### src/rtl/inst_fetch_if.sv
// Bus bundle between the instruction-fetch unit, the instruction ROM,
// the redirect source and the decode stage.
// Handshake: the ROM takes a request on a cycle with mem_cs=1 and mem_stall=0
// and returns mem_din before that cycle's closing edge; decode takes the
// head entry on a cycle with dec_valid=1 and dec_ready=1. Neither valid
// signal depends on its own ready/stall input.
interface inst_fetch_if;
    logic        mem_cs;
    logic [31:0] mem_addr;
    logic [31:0] mem_din;
    logic        mem_stall;
    logic        redirect_valid;
    logic [31:0] redirect_pc;
    logic        dec_ready;
    logic        dec_valid;
    logic [31:0] dec_inst;
    logic [31:0] dec_pc;
    logic        fetch_fault;
    logic [1:0]  fsm_state;   // debug view of the fetch FSM (0 BOOT, 1 FETCH, 2 FAULT)

    modport master (
        output mem_cs, mem_addr, dec_valid, dec_inst, dec_pc, fetch_fault, fsm_state,
        input  mem_din, mem_stall, redirect_valid, redirect_pc, dec_ready
    );

    modport slave (
        input  mem_cs, mem_addr, dec_valid, dec_inst, dec_pc, fetch_fault, fsm_state,
        output mem_din, mem_stall, redirect_valid, redirect_pc, dec_ready
    );
endinterface

### src/rtl/inst_fetch.sv
// Instruction-fetch initiator: owns the byte PC, issues one sequential ROM
// request per cycle, buffers returned words in a small FIFO for decode and
// handles redirects (flush) and misaligned-target faults.
module inst_fetch #(
    parameter logic [31:0] RESET_PC  = 32'h0000_0000,
    parameter int          BUF_DEPTH = 2
) (
    input  logic          clk,
    input  logic          rst,
    inst_fetch_if.master  bus
);
    localparam int PTR_W = $clog2(BUF_DEPTH);
    localparam int CNT_W = PTR_W + 1;

    typedef enum logic [1:0] {
        ST_BOOT  = 2'd0,
        ST_FETCH = 2'd1,
        ST_FAULT = 2'd2
    } state_t;

    state_t             state_q, state_d;
    logic [31:0]        pc_q, pc_d;
    logic [PTR_W-1:0]   rd_ptr_q, rd_ptr_d;
    logic [PTR_W-1:0]   wr_ptr_q, wr_ptr_d;
    logic [CNT_W-1:0]   count_q, count_d;
    logic [31:0]        fifo_inst_q [BUF_DEPTH];
    logic [31:0]        fifo_pc_q   [BUF_DEPTH];
    logic [31:0]        last_inst_q, last_pc_q;

    logic fifo_empty;
    logic fifo_full;
    logic pop;
    logic issue;
    logic push;

    assign fifo_empty = (count_q == '0);
    assign fifo_full  = (count_q == CNT_W'(BUF_DEPTH));
    // A redirect cycle ignores decode's pop and suppresses any issue.
    assign pop   = ~fifo_empty & bus.dec_ready & ~bus.redirect_valid;
    assign issue = (state_q == ST_FETCH) & ~bus.redirect_valid & (~fifo_full | pop);
    assign push  = issue & ~bus.mem_stall;

    assign bus.mem_cs      = issue;
    assign bus.mem_addr    = {2'b00, pc_q[31:2]};
    assign bus.dec_valid   = ~fifo_empty;
    // When empty, the outputs keep showing the last head that was presented.
    assign bus.dec_inst    = fifo_empty ? last_inst_q : fifo_inst_q[rd_ptr_q];
    assign bus.dec_pc      = fifo_empty ? last_pc_q   : fifo_pc_q[rd_ptr_q];
    assign bus.fetch_fault = (state_q == ST_FAULT);
    assign bus.fsm_state   = state_q;

    // Next-state: redirect wins over everything; otherwise PC advance and FIFO bookkeeping.
    always_comb begin
        state_d  = state_q;
        pc_d     = pc_q;
        rd_ptr_d = rd_ptr_q;
        wr_ptr_d = wr_ptr_q;
        count_d  = count_q;
        if (bus.redirect_valid) begin
            rd_ptr_d = '0;
            wr_ptr_d = '0;
            count_d  = '0;
            pc_d     = bus.redirect_pc;
            state_d  = (bus.redirect_pc[1:0] == 2'b00) ? ST_FETCH : ST_FAULT;
        end else begin
            if (state_q == ST_BOOT) begin
                state_d = ST_FETCH;
            end
            if (push) begin
                pc_d     = pc_q + 32'd4;
                wr_ptr_d = wr_ptr_q + PTR_W'(1);
            end
            if (pop) begin
                rd_ptr_d = rd_ptr_q + PTR_W'(1);
            end
            if (push && !pop) begin
                count_d = count_q + CNT_W'(1);
            end else if (pop && !push) begin
                count_d = count_q - CNT_W'(1);
            end
        end
    end

    // State, PC and FIFO control registers.
    always_ff @(posedge clk or posedge rst) begin
        if (rst) begin
            state_q  <= ST_BOOT;
            pc_q     <= RESET_PC;
            rd_ptr_q <= '0;
            wr_ptr_q <= '0;
            count_q  <= '0;
        end else begin
            state_q  <= state_d;
            pc_q     <= pc_d;
            rd_ptr_q <= rd_ptr_d;
            wr_ptr_q <= wr_ptr_d;
            count_q  <= count_d;
        end
    end

    // FIFO storage; contents are only observed through count/pointers, so no reset.
    always_ff @(posedge clk) begin
        if (push) begin
            fifo_inst_q[wr_ptr_q] <= bus.mem_din;
            fifo_pc_q[wr_ptr_q]   <= pc_q;
        end
    end

    // Remember the presented head so the decode outputs hold it once the FIFO drains.
    always_ff @(posedge clk or posedge rst) begin
        if (rst) begin
            last_inst_q <= '0;
            last_pc_q   <= '0;
        end else if (!fifo_empty) begin
            last_inst_q <= fifo_inst_q[rd_ptr_q];
            last_pc_q   <= fifo_pc_q[rd_ptr_q];
        end
    end
endmodule

### src/flat_wrapper.sv
// flat-port wrapper written by rule: the top's interface ports become plain ports
module inst_fetch_flat 
#(
    parameter logic [31:0] RESET_PC  = 32'h0000_0000,
    parameter int          BUF_DEPTH = 2
)
  (clk, rst, bus_mem_cs, bus_mem_addr, bus_dec_valid, bus_dec_inst, bus_dec_pc, bus_fetch_fault, bus_fsm_state, bus_mem_din, bus_mem_stall, bus_redirect_valid, bus_redirect_pc, bus_dec_ready);
  inst_fetch_if bus_i ();
  input  logic clk;
  input  logic rst;
  output wire logic [$bits(bus_i.mem_cs)-1:0] bus_mem_cs;
  output wire logic [$bits(bus_i.mem_addr)-1:0] bus_mem_addr;
  output wire logic [$bits(bus_i.dec_valid)-1:0] bus_dec_valid;
  output wire logic [$bits(bus_i.dec_inst)-1:0] bus_dec_inst;
  output wire logic [$bits(bus_i.dec_pc)-1:0] bus_dec_pc;
  output wire logic [$bits(bus_i.fetch_fault)-1:0] bus_fetch_fault;
  output wire logic [$bits(bus_i.fsm_state)-1:0] bus_fsm_state;
  input wire logic [$bits(bus_i.mem_din)-1:0] bus_mem_din;
  input wire logic [$bits(bus_i.mem_stall)-1:0] bus_mem_stall;
  input wire logic [$bits(bus_i.redirect_valid)-1:0] bus_redirect_valid;
  input wire logic [$bits(bus_i.redirect_pc)-1:0] bus_redirect_pc;
  input wire logic [$bits(bus_i.dec_ready)-1:0] bus_dec_ready;
  assign bus_mem_cs = bus_i.mem_cs;
  assign bus_mem_addr = bus_i.mem_addr;
  assign bus_dec_valid = bus_i.dec_valid;
  assign bus_dec_inst = bus_i.dec_inst;
  assign bus_dec_pc = bus_i.dec_pc;
  assign bus_fetch_fault = bus_i.fetch_fault;
  assign bus_fsm_state = bus_i.fsm_state;
  assign bus_i.mem_din = bus_mem_din;
  assign bus_i.mem_stall = bus_mem_stall;
  assign bus_i.redirect_valid = bus_redirect_valid;
  assign bus_i.redirect_pc = bus_redirect_pc;
  assign bus_i.dec_ready = bus_dec_ready;
  inst_fetch #(.RESET_PC(RESET_PC), .BUF_DEPTH(BUF_DEPTH)) u_core (.clk(clk), .rst(rst), .bus(bus_i));
endmodule
### config.mk
export PLATFORM = sky130hd
export DESIGN_NAME = inst_fetch_flat
export DESIGN_NICKNAME = d
export VERILOG_FILES = /design/src/rtl/inst_fetch_if.sv /design/src/rtl/inst_fetch.sv /design/src/flat_wrapper.sv
export SDC_FILE = /design/constraint.sdc
export NUM_CORES = 1
export LEC_CHECK = 0
export BUFFER_PORTS_ARGS = -buffer_cell sky130_fd_sc_hd__buf_2
export CAP_MARGIN = 30
export CORE_UTILIZATION = 30
export CTS_BUF_LIST = sky130_fd_sc_hd__clkbuf_16
export DETAILED_ROUTE_END_ITERATION = 10
export GPL_TIMING_DRIVEN = 0
export HOLD_SLACK_MARGIN = 0.08
export PLACE_DENSITY_LB_ADDON = 0.1
export SETUP_SLACK_MARGIN = 0.1
export SYNTH_ARGS = -nofsm -noshare
export SYNTH_HDL_FRONTEND = slang
export SYNTH_SLANG_ARGS = --single-unit
### constraint.sdc
create_clock -name clk -period 13 [get_ports clk]
set_clock_uncertainty 0.15 [all_clocks]
set_input_delay 3.9 -clock clk [delete_from_list [all_inputs] [get_ports clk]]
set_output_delay 3.9 -clock clk [all_outputs]
set_load 0.005 [all_outputs]
==> flow_summary.yaml, run 1 <==
outcome:
  status: "complete, no violations"
flow_run:
  drv_cap: 0
cells_and_area:
  final_common_cell: "buf_2"
  seqCellArea_mm2: 0.00640
  final_cell_mix: "176 x buf_2, 128 x edfxtp_1, 102 x dfrtp_1"
  syn_to_final_growth_pct: 24.1
  layout-drive-gt1-share_pct: 27.8
  multi_input_area_mm2: 0.00241
  n_fill_cell: 2943
  utilization_pct: 38.2
  fin_nets: 963
sta:
  tightestPinTransition_ns: 0.850
  fmax_ghz: 0.114
  finalHoldViolations: 0
  maxSlewHeadroom_pct: 43.4
  rsz0062_at_grt: "no"
  slew_violations: 0
  fin_tns_setup_ns: 0
  finalSetupViolCount: 0
  min_period_over_period_pct: 67.6
  fin_crit_ns: 8.79
grt:
  grt_max_degree: 72
  track_usage_pct: 15.3
  antenna_found_initial: 2
  overflow: 0
  grt_pass1_wl_um: 36300
  grt_pass1_vias: 5952
clock_tree:
  cts_sinks: 230
  clk_path_buf_depth: 3
  cts-root-buf: "clkbuf_16"
  htreeDepth: 1
  cts-hold-fix-buffers: 0
  post_cts_buffers: 0
  clock_latency_ns: 0.53
  clkTransAtPathRegs_ns: 0.05
  ctsResizeCount: 0
  tritoncts: "built"
  cts-buffers-inserted: 27
synth:
  ys_ff_latch: 230
  synthFlopType: "edfxtp_1"
  synthArstFlopShare_pct: 44.3
  ys_seq_area_share_pct: 69.5
  netlist_area_mm2: 0.00920
  synth_area_leaders: "edfxtp_1 42%, dfrtp_1 28%, mux2i_1 7.2%"
  avgSynthCellArea_um2: 13.3
  synth_edf_count: 128
  synth_top_cell_area_share_pct: 41.8
  ys.warnings.count: 0
  synth.distinct_cells: 50
  synthCells: 692
  synth_top_area_cell: "edfxtp_1"
placed_design:
  numPortBuffers: 167
  dp_hpwl_um: 15900
  gp_congestion: 0.736
floorplanning:
  num_rows: 63
  core_region_area_mm2: 0.0299
  start_util_pct: 30.8
  io_pins: 170
  dieHeight_um: 177
  dieWidth_um: 177
  dieArea_mm2: 0.0314
worst_setup_path:
  ff2ff_setup_slack_ns: 10.23
  critPathMaxFanout: 5
  arrival_ns: 4.74
  reg2reg_from: "u_core.bus.fsm_state[1]"
  r2r_end: "u_core.fifo_inst_q[0][31]"
  r2r_cells: 5
  critPathKind: "in2out"
  cp-start-kind: "input port"
  end_kind: "primary output"
  worstPathRequired_ns: 8.95
detailed_routing:
  viasPerCell: 4.64
  first_iter_violations: 361
  wl_per_cell_um: 18.3
  first_pass_iters: 5
  drc: 0
  ant_nets: 0
  dr_total_vias: 6050
  routed_wl_um: 23900
hold_path:
  min_to: "u_core.fifo_pc_q[1][1]"
  hold_class: "reg2reg"
  min_path_cells: 0
  min_from: "u_core.pc_q[1]"
power:
  power.leakage_nw: 4.49
  vdd_drop_max_v: 0.0000927
  power_density_mw_per_mm2: 170
==> synth_stat cells, types with 5 or more instances <==
master    count
nand4_1       9
o21ai_1      12
clkbuf_1     22
and3_1        9
dfrtp_1     102
a21oi_1      68
nand2_1      33
inv_1         5
nor2_1       91
buf_1         6
o21ai_0      12
nand3_1      10
mux2i_1      66
nor2b_1       5
a32oi_1       6
edfxtp_1    128
o211ai_1      7
a31oi_1       7
buf_4        32
buf_2         9
==> routing by layer <==
metal	track usage (%)	routed length (µm)
met5	0	11
met4	3.59	512
met1	21.3	11000
met2	24.5	11000
met3	3.01	1410
==> worst max-delay path by stage <==
stage                                   from                  endpoint  slack, ns  cells after the start
after floorplan                bus_dec_ready                bus_mem_cs       4.51                      2
after global placement    bus_redirect_valid  u_core.fifo_inst_q[0][4]       2.28                      5
after detailed placement       bus_dec_ready                bus_mem_cs       4.21                      4
after CTS                      bus_dec_ready                bus_mem_cs       4.21                      4
after global routing           bus_dec_ready                bus_mem_cs       4.18                      4
final                          bus_dec_ready                bus_mem_cs       4.21                      4
==> critical path, stage by stage <==
cell and delay [ns]:
buf_2 0.14, or3b_1 0.39, and3_1 0.18, buf_2 0.13
==> metrics by stage <==
stage | cells | power, mW | worst slack, ns | instance area, µm² | hold WS [ns]
3_3_place_gp | 1250 | 1.30 | 2.28 | 10500 | 0.306
3_5_place_dp | 1254 | 1.30 | 4.21 | 10600 | 0.309
4_1_cts | 1303 | 1.97 | 4.21 | 11400 | 0.322
5_1_grt | 1303 | 2.06 | 4.18 | 11400 | 0.342
2_1_floorplan | 693 | 1.12 | 4.51 | 9210 | 0.288
6_report | 1304 | 1.94 | 4.21 | 11400 | 0.319
==> report_power, final <==
| group | internal, mW | switching (mW) | leakage, nW |
|---|---|---|---|
| registers | 0.887 | 0.0473 | 2.35 |
| logic | 0.158 | 0.184 | 1.73 |
| clock network | 0.372 | 0.287 | 0.418 |
| total | 1.42 | 0.519 | 4.49 |
==> kinds of logic after synthesis <==
family | share of synthesized area [%]
flip-flops | 69.5
AND/OR/NAND/NOR | 9.40
AO/OA/AOI/OAI | 8.57
buffers and inverters | 4.45
multiplexers | 7.42
XOR/XNOR | 0.476
adder cells (fa/ha/maj) | 0.136
other | 0.0408
==> flip-flops by register name, indices dropped and copies added, names as in the netlist <==
name	flops
u_core.bus.fsm_state	2
u_core.wr_ptr_q	1
u_core.rd_ptr_q	1
u_core.last_inst_q	32
u_core.count_q	2
u_core.pc_q	32
u_core.fifo_pc_q	64
u_core.fifo_inst_q	64
u_core.last_pc_q	32
==> final cells by class <==
class	instances	share of cell area, %
antenna	1	0.0219
buffer	69	3.42
clock buffer	27	5.92
clock inverter	22	0.811
inverter	5	0.208
multi-input combinational	389	21.1
sequential	230	56.0
tap	390	4.27
timing repair buffer	171	8.22
No activity file was read; power rests on OpenSTA's default activity.
==> inputs of run 2 (changes only) <==
--- a/config.mk
+++ b/config.mk
@@ -5,6 +5,7 @@
 export SDC_FILE = /design/constraint.sdc
 export NUM_CORES = 1
 export LEC_CHECK = 0
+export ABC_AREA = 1
 export BUFFER_PORTS_ARGS = -buffer_cell sky130_fd_sc_hd__buf_2
 export CAP_MARGIN = 30
 export CORE_UTILIZATION = 30
==> constraint.sdc (replaced) <==
create_clock -name clk -period 8.6 [get_ports clk]
set_clock_uncertainty 0.15 [all_clocks]
set_input_delay 2.58 -clock clk [delete_from_list [all_inputs] [get_ports clk]]
set_output_delay 2.58 -clock clk [all_outputs]
set_load 0.005 [all_outputs]
==> flow_summary.yaml, run 2 <==
clock_tree:
  htreeDepth: 1
  cts-root-buf: "clkbuf_16"
  post_cts_buffers: 0
  cts-hold-fix-buffers: 0
  clock_latency_ns: 0.53
  ctsResizeCount: 0
  clkTransAtPathRegs_ns: 0.06
  cts_sinks: 230
  tritoncts: "built"
  cts-buffers-inserted: 27
  clk_path_buf_depth: 3
worst_setup_path:
  critPathKind: "in2out"
  arrival_ns: 3.17
  crit_chain: "buf_6, inv_4, nand3_2, inv_2, nand2_1, inv_1, buf_2"
  ff2ff_setup_slack_ns: 6.30
  reg2reg_from: "u_core.bus.fsm_state[1]"
  r2r_end: "u_core.fifo_pc_q[1][30]"
  end_kind: "primary output"
  cp_slowest_cell: "buf_6"
  critPathMaxFanout: 10
  worstPathRequired_ns: 5.87
  r2r_cells: 8
  cp-start-kind: "input port"
  slowest_delay_ns: 0.13
detailed_routing:
  viasPerCell: 4.41
  wl_per_cell_um: 16.8
  drc: 0
  routed_wl_um: 26200
  dr_total_vias: 6894
  first_iter_violations: 350
  ant_nets: 0
  first_pass_iters: 4
sta:
  slew_violations: 0
  tightestPinTransition_ns: 0.700
  finalSetupViolCount: 0
  fin_tns_setup_ns: 0
  fin_crit_ns: 5.90
  worst_hold_slack_ns: 0.320
  finalHoldViolations: 0
  min_period_over_period_pct: 68.6
  rsz0062_at_grt: "no"
  fmax_ghz: 0.170
  maxSlewHeadroom_pct: 53.2
  finalWorstSetupSlack_ns: 2.70
cells_and_area:
  utilization_pct: 37.9
  final_cell_mix: "301 x nand2_1, 183 x buf_2, 128 x edfxtp_1"
  fin_nets: 1211
  n_fill_cell: 3228
  syn_to_final_growth_pct: 24.1
  final_common_cell: "nand2_1"
  stdcell_count: 1563
  reg.largest.list: "u_core.fifo_inst_q x64, u_core.fifo_pc_q x64"
  fin_area_mm2: 0.0120
  layout-drive-gt1-share_pct: 24.4
  antenna_cells: 0
hold_path:
  min_from: "u_core.pc_q[1]"
  hold_class: "reg2reg"
  min_path_cells: 0
  min_to: "u_core.fifo_pc_q[0][1]"
floorplanning:
  dieHeight_um: 181
  io_pins: 170
  dieArea_mm2: 0.0329
  start_util_pct: 30.6
  core_region_area_mm2: 0.0316
  num_rows: 65
  dieWidth_um: 181
placed_design:
  dp_hpwl_um: 18100
  dpl_worst_slack_ns: 2.69
  numPortBuffers: 166
  gp_congestion: 0.791
  post-place-cells: 1514
  postPlaceCellArea_mm2: 0.0111
synth:
  ys.warnings.count: 0
  synth_area_leaders: "edfxtp_1 40%, dfrtp_1 26%, nand2_1 12%"
  synth_edf_count: 128
  yosysMostFrequentCell: "nand2_1"
  synthArstFlopShare_pct: 44.3
  synthFlopType: "edfxtp_1"
  synth_top_cell_area_share_pct: 39.8
  synthTopCellsByCount: "301 x nand2_1, 128 x edfxtp_1, 109 x nor2_1"
  synth_top_area_cell: "edfxtp_1"
  synthCells: 941
  ys_ff_latch: 230
  synth.distinct_cells: 30
  ys_seq_area_share_pct: 66.2
  avgSynthCellArea_um2: 10.3
  netlist_area_mm2: 0.00967
flow_run:
  drv_cap: 0
power:
  p_total_mw: 3.46
  power_density_mw_per_mm2: 289
  vdd_drop_max_v: 0.000147
  power.leakage_nw: 5.07
grt:
  overflow: 0
  antenna_found_initial: 0
  grt_pass1_vias: 6677
  grt_pass1_wl_um: 39900
  track_usage_pct: 16.0
  grt_max_degree: 70
outcome:
  status: "complete, no violations"
## run 2: worst max-delay path: cells and delay by family
| family | cells | cell delay, ns |
|---|---|---|
| buffers and inverters | 5 | 0.46 |
| and+or+nand+nor | 2 | 0.13 |
## run 2: worst max path at each step
stage,cells after the start,slack (ns),endpoint,start
4_1_cts,7,2.69,bus_mem_cs,bus_redirect_valid
3_3_place_gp,8,-0.22,u_core.fifo_inst_q[1][6],bus_redirect_valid
2_1_floorplan,8,2.03,u_core.fifo_inst_q[1][0],bus_redirect_valid
6_report,7,2.70,bus_mem_cs,bus_redirect_valid
5_1_grt,7,2.65,bus_mem_cs,bus_redirect_valid
3_5_place_dp,7,2.69,bus_mem_cs,bus_redirect_valid
## run 2: kinds of logic (layout without fill, tap and decap cells)
| family | count (synthesis) | in the layout | share of synthesized area [%] |
|---|---|---|---|
| buffers and inverters | 129 | 348 | 6.94 |
| AOI/OAI and AO/OA | 93 | 93 | 5.85 |
| adders and majority gates | 1 | 1 | 0.129 |
| other | 1 | 2 | 0.0388 |
| xor gates and xnor gates | 10 | 10 | 0.906 |
| and+or+nand+nor | 477 | 477 | 20.0 |
| DFF | 230 | 230 | 66.2 |
## run 2: power by group
part | internal [mW] | switching [mW]
registers | 1.36 | 0.0858
logic | 0.340 | 0.541
clock network | 0.685 | 0.449
total | 2.38 | 1.08
## run 2: routing by layer
metal	GRT usage, %	part of all wire [%]	vias up	wire, µm
li1	-	-	3499	-
met1	21.3	45	3219	11800
met2	27.5	49	142	12800
met3	2.39	3.8	34	1010
met4	3.66	2.1	0	540
met5	0	0	-	0
## run 2: cell type report
cell class | count | area, µm² | area share (%)
Clock inverter | 22 | 201 | 1.68
Buffer | 71 | 445 | 3.71
Sequential cell | 230 | 6400 | 53.3
Clock buffer | 27 | 676 | 5.64
Timing Repair Buffer | 170 | 926 | 7.72
Inverter | 58 | 233 | 1.94
Tap cell | 402 | 503 | 4.19
Multi-Input combinational cell | 583 | 2610 | 21.8
